## src/rtl/ifetch_hs32.sv

```systemverilog
// Instruction fetch stage: owns the PC, fetches over a req/gnt/rvalid port and hands one
// instruction at a time to decode. Optional ALIGN_CHK_EN traps misaligned next-PC targets.
module ifetch_hs32 #(
    parameter logic [31:0] RESET_PC = 32'h0000_0000
) (
    input  logic        clock,
    input  logic        reset_n,
    input  logic        Branch,
    input  logic        nBranch,
    input  logic        Jmp,
    input  logic        Jal,
    input  logic        Jr,
    input  logic        Zero,
    input  logic [31:0] Addr_result,
    input  logic [31:0] Read_data_1,
    input  logic        hold,
    output logic        imem_req,
    output logic [31:0] imem_addr,
    input  logic        imem_gnt,
    input  logic        imem_rvalid,
    input  logic [31:0] imem_rdata,
    output logic [31:0] Instruction,
    output logic [31:0] opcplus4,
    output logic        inst_valid,
    output logic        fetch_err
);

    typedef enum logic [1:0] {StRst, StFetch, StWait, StExec} state_e;

    state_e      state_q;
    logic [31:0] pc_q;
    logic [31:0] instr_q;
    logic        req_q;
    logic        valid_q;
    logic        err_q;

    logic [31:0] target;
    logic [31:0] next_pc;
    logic        misaligned;

    assign opcplus4    = pc_q + 32'd4;
    assign imem_addr   = pc_q;
    assign imem_req    = req_q;
    assign Instruction = instr_q;
    assign inst_valid  = valid_q;
    assign fetch_err   = err_q;

    always_comb begin
        target = opcplus4;
        if (Jr) begin
            target = Read_data_1;
        end else if (Jmp | Jal) begin
            target = {opcplus4[31:28], instr_q[25:0], 2'b00};
        end else if ((Branch & Zero) | (nBranch & ~Zero)) begin
            target = Addr_result;
        end
    end

`ifdef ALIGN_CHK_EN
    assign misaligned = |target[1:0];
    assign next_pc    = target;
`else
    assign misaligned = 1'b0;
    assign next_pc    = target & ~32'd3;
`endif

    always_ff @(posedge clock or negedge reset_n) begin
        if (!reset_n) begin
            state_q <= StRst;
            pc_q    <= RESET_PC;
            instr_q <= 32'd0;
            req_q   <= 1'b0;
            valid_q <= 1'b0;
            err_q   <= 1'b0;
        end else begin
            unique case (state_q)
                StRst: begin
                    state_q <= StFetch;
                    req_q   <= 1'b1;
                end
                StFetch: begin
                    if (imem_gnt) begin
                        req_q <= 1'b0;
                        if (imem_rvalid) begin
                            instr_q <= imem_rdata;
                            valid_q <= 1'b1;
                            state_q <= StExec;
                        end else begin
                            state_q <= StWait;
                        end
                    end
                end
                StWait: begin
                    if (imem_rvalid) begin
                        instr_q <= imem_rdata;
                        valid_q <= 1'b1;
                        state_q <= StExec;
                    end
                end
                StExec: begin
                    // A trapped misaligned target parks here until reset.
                    if (!err_q && !hold) begin
                        if (misaligned) begin
                            err_q   <= 1'b1;
                            valid_q <= 1'b0;
                        end else begin
                            pc_q    <= next_pc;
                            valid_q <= 1'b0;
                            req_q   <= 1'b1;
                            state_q <= StFetch;
                        end
                    end
                end
                default: state_q <= StRst;
            endcase
        end
    end

endmodule
```

## config.mk

```make
export PLATFORM = sky130hd
export DESIGN_NAME = ifetch_hs32
export DESIGN_NICKNAME = d
export VERILOG_FILES = /design/src/rtl/ifetch_hs32.sv
export SDC_FILE = /design/constraint.sdc
export NUM_CORES = 1
export LEC_CHECK = 0
export ABC_AREA = 1
export CAP_MARGIN = 20
export CORE_UTILIZATION = 30
export DETAILED_ROUTE_END_ITERATION = 10
export PLACE_DENSITY_LB_ADDON = 0.2
export SLEW_MARGIN = 25
export SYNTH_ARGS = -nofsm -noshare
export SYNTH_HDL_FRONTEND = slang
export SYNTH_SLANG_ARGS = --single-unit
```

## constraint.sdc

```tcl
create_clock -name clock -period 2.4 [get_ports clock]
set_clock_uncertainty 0.2 [all_clocks]
set_input_delay 0.6 -clock clock [delete_from_list [all_inputs] [get_ports clock]]
set_output_delay 0.6 -clock clock [all_outputs]
set_load 0.02 [all_outputs]
```

### After elaboration in Yosys (flattened, before gate mapping)

Cells that the tools add are included.
W data, S select, Z words.

* input port bits: 107
* flip-flop bits (word level): 66

* bitwise gates (word level): 5
* reductions and logical operators: 10
* $add $sub $neg: 1
* mux-type cells: 18
* equal/unequal tests: 6

Operators by type and width (count)
* $mux W32: 5
* $pmux W32 S2: 1
* $add A32 B3 Y32 const B: 1
* $reduce_and A3 Y1: 3
* $pmux W2 S4: 1
* $mux W1: 6
* $mux W2: 3
* $ne A2 B2 Y1 const B: 3
* $pmux W1 S3: 2
* $reduce_bool A3 Y1: 2
* $eq A2 B2 Y1 const B: 2
* $reduce_and A2 Y1: 2
* $and A1 B1 Y1: 2
* $eq A2 B1 Y1 const B: 1
* $logic_not A2 Y1: 1
* $or A1 B1 Y1: 2
* $reduce_bool A2 Y1: 1
* $logic_not A1 Y1: 1
* $not A1 Y1: 1

### Logic depth before layout (Yosys ltp)

* depth in word-level cells: 6
* mapped depth: 12
* mapped depth without buffers: 12

### Least setup slack after synthesis

OpenSTA, ideal clock, no wires.

* path kind: register -> output
* start point: register pc_q[3], in the netlist imem_addr[3]
* end point: output opcplus4[26]
* cell stages (with the launch flop): 9
* arrival time: 1.563 ns
* slack: 0.037 ns
* path through: dfrtp_1 ha_1 nand2_2 nor2_4 nand2_4 nor2_4 nand2_1 nand2_1 and2_1

* word-level cells in the longest chain between the ends: 1

Ends and longest elaborated chain
* start: declaration: RTL line 31 `logic [31:0] pc_q;`
* start signal: assignment: RTL line 107 `pc_q <= next_pc;`
* $add A32 B3 Y32: RTL line 41 `assign opcplus4 = pc_q + 32'd4;`
* end: declaration: RTL line 23 `output logic [31:0] opcplus4,`

Every way passes these cells.

### Final worst setup path

Same ends and word-level chain as after synthesis.

==> results_dict.tcl <==
set metrics [dict create \
    start_kind "flop" \
    layout_common_cells "194 x nand2_1, 163 x clkdlybuf4s50_1, 96 x buf_4" \
    wirelength_mm 16.77 \
    hold_buffers 0 \
    drt-initial-drc-count 185 \
    nNetsFinal 1034 \
    drc 0 \
    fin_total_pwr_mw 9.686 \
    drive_gt1_share_pct 25.46 \
    rows 44 \
    timing.rr.end "imem_addr[14]" \
    grt_pass1_vias 5230 \
    critical_path_class "flop to output pin" \
    path_cells "ha_2 > nand2_2 > nor2_4 > nand2_4 > nor2_4 > nand2_1 > nand2_1 > and2_4 > buf_6" \
    finalSetupViolCount 26 \
    slowest_delay_ns 0.35 \
    gp_congestion 0.8139 \
    critPathCaptureType "output pin" \
    mostFrequentLayoutCell "nand2_1" \
    seq_area_frac_synth_pct 36.32 \
    path_clk_slew_ns 0.06 \
    fin_area_mm2 0.007985 \
    firstDrtPassIters 7 \
    fill_cells 1398 \
    die-area_mm2 0.01565 \
    peakVddDrop_uv 643.2 \
    maxCapViolations 0 \
    route.vias.total 5059 \
    drtAntennaViolNets 0 \
    ff2ff_path_depth 12 \
    dpl_cell_area_mm2 0.007301 \
    synth_cells 638 \
    cp_slowest_cell "dfrtp_1" \
    cts_buffers 9 \
    grt_pass1_wl_mm 26.80 \
    die_w_um 125.1 \
    arrival_ns 1.81 \
    coreArea_mm2 0.01464 \
    insertion_delay_ns 0.34 \
    yosys_warnings 0 \
    cp_top_family "simple AND/OR/NAND/NOR gates" \
    p_leak_nw 3.801 \
    hold_violations 0 \
    synth_edf_count 0 \
    power.density_mw_per_mm2 1213 \
    violations "negative setup slack" \
    crit_required_ns 1.60 \
    rsz0062_at_grt "true" \
    post-route-worst-setup-slack_ns -0.2115 \
    synth-seq-cells 66 \
    final.setup.tns_ns -3.205 \
    holdCritPathClass "input port to async pin" \
    ff2ff_setup_slack_ns 0.45 \
    wl_per_cell_um 15.09 \
    syn_area_mm2 0.004547 \
    synth.distinct_cells 34 \
    grt_max_degree 67 \
    drv_slew 0 \
    antenna_cells 0 \
    fin_crit_sh_pct 108.8 \
    area_delta_synth_final_pct 75.62 \
    vias_per_cell 4.554 \
    worst-path-buf-inv 1 \
    start_util_pct 31.05 \
    die_h_um 125.1 \
    async_flop_share_pct 100.0 \
    rr_startpoint "imem_addr[3]" \
    critPathMaxFanout 5 \
    fmax_mhz 382.9 \
    htree_levels 3 \
    num_io_pins 206 \
    syn_avg_cell_area_um2 7.127 \
    port_buffers 196 \
    status "complete, but fails checks" \
    dp_hpwl_mm 12.43 \
    grt.overflow.total 0 \
    cts_root_buffer "clkbuf_16" \
    clock-sinks 66 \
    min_period_ns 2.611 \
    antenna_found_initial 0 \
    grt_usage_pct 22.07 \
    cts_tree "built" \
    synth-main-ff-cell "dfrtp_1" \
    cts_buffer_depth 2 \
]
==> cells by family (layout without fill, tap and decap cells) <==
group           after synthesis  count (layout)  synth area share (%)
compound gates               76              76                 8.889
xor+xnor                     15              15                 3.550
fa+ha+maj                     5               5                 1.376
buf+inv                      89             374                 8.613
flops                        66              66                 36.32
mux                          28              28                 6.934
other cells                   1               5               0.08247
simple gates                358             358                 34.23
==> how the worst max path moves through the flow <==
stage | start | to | slack [ns] | cells past startpoint
3_3_place_gp | imem_addr[2] | opcplus4[20] | -0.32 | 9
6_report | imem_addr[3] | opcplus4[26] | -0.21 | 9
3_5_place_dp | imem_addr[2] | opcplus4[20] | -0.34 | 9
5_1_grt | imem_addr[3] | opcplus4[22] | -0.32 | 9
4_1_cts | imem_addr[3] | opcplus4[11] | -0.24 | 9
2_1_floorplan | imem_addr[3] | opcplus4[26] | 0.04 | 8
==> repair_timing <==
item                                    in CTS  in global routing
pin swaps                                   21                 16
endpoints found under the hold margin        0                  0
buffers inserted                            13                  7
resized for setup                          188                 18
endpoints found under the setup margin      30                 28
==> flip-flops by register name, indices dropped and copies added, names as in the netlist <==
name,count
state_q,2
imem_addr,30
inst_valid,1
imem_req,1
Instruction,32
==> cell type report <==
class,instances,area [um2],area share (%)
Sequential cell,66,1653,20.70
Clock inverter,6,90.09,1.128
Inverter,61,229.0,2.867
Tap cell,184,230.2,2.883
Timing Repair Buffer,297,2813,35.22
Multi-Input combinational cell,487,2731,34.21
Clock buffer,10,239.0,2.993
==> per-layer routing <==
metal,part of all wire [%],wire [um],global-route usage (%),vias up
li1,-,-,-,2564
met1,46,7646,28.03,2337
met2,47,7897,36.48,149
met3,6.5,1088,6.247,9
met4,0.79,133,6.385,0
met5,0,0,0,-
==> stage by stage <==
stage                     cells  setup WS (ns)  hold WS (ns)  util (%)
after global placement     1076        -0.3197        0.2878     49.85
final                      1111        -0.2115       0.08333     54.53
after global routing       1111        -0.3207        0.1092     54.53
after floorplan             642        0.03697        0.1044         -
after CTS                  1105        -0.2379       0.08747     53.67
after detailed placement   1076        -0.3410        0.2930     49.85
==> report_power, final <==
part | total [mW] | leakage, nW | internal, mW | switching [mW]
logic | 6.08 | 2.86 | 2.99 | 3.08
clock network | 1.47 | 0.159 | 0.940 | 0.531
registers | 2.14 | 0.780 | 1.68 | 0.462
==> synth_stat cells (2+ instances only) <==
library cell	number	area, um2
buf_2	8	40.04
nand3b_1	6	45.04
xor2_2	4	65.06
inv_2	2	7.510
o211ai_1	4	30.03
mux2_2	28	315.3
nand2_1	204	765.7
nand2_4	3	33.78
nand2_2	3	18.77
inv_1	59	221.5
and2_1	5	31.28
xor2_1	5	43.79
dfrtp_1	66	1652
nor2_2	4	25.02
nand3_1	38	190.2
clkbuf_1	11	41.29
xnor2_1	6	52.55
nor2_4	9	101.4
nor2_1	82	307.8
clkbuf_8	2	27.53
ha_1	5	62.56
a21oi_1	45	225.2
buf_4	6	45.04
o21ai_0	23	115.1
(Power assumes the default switching activity.)
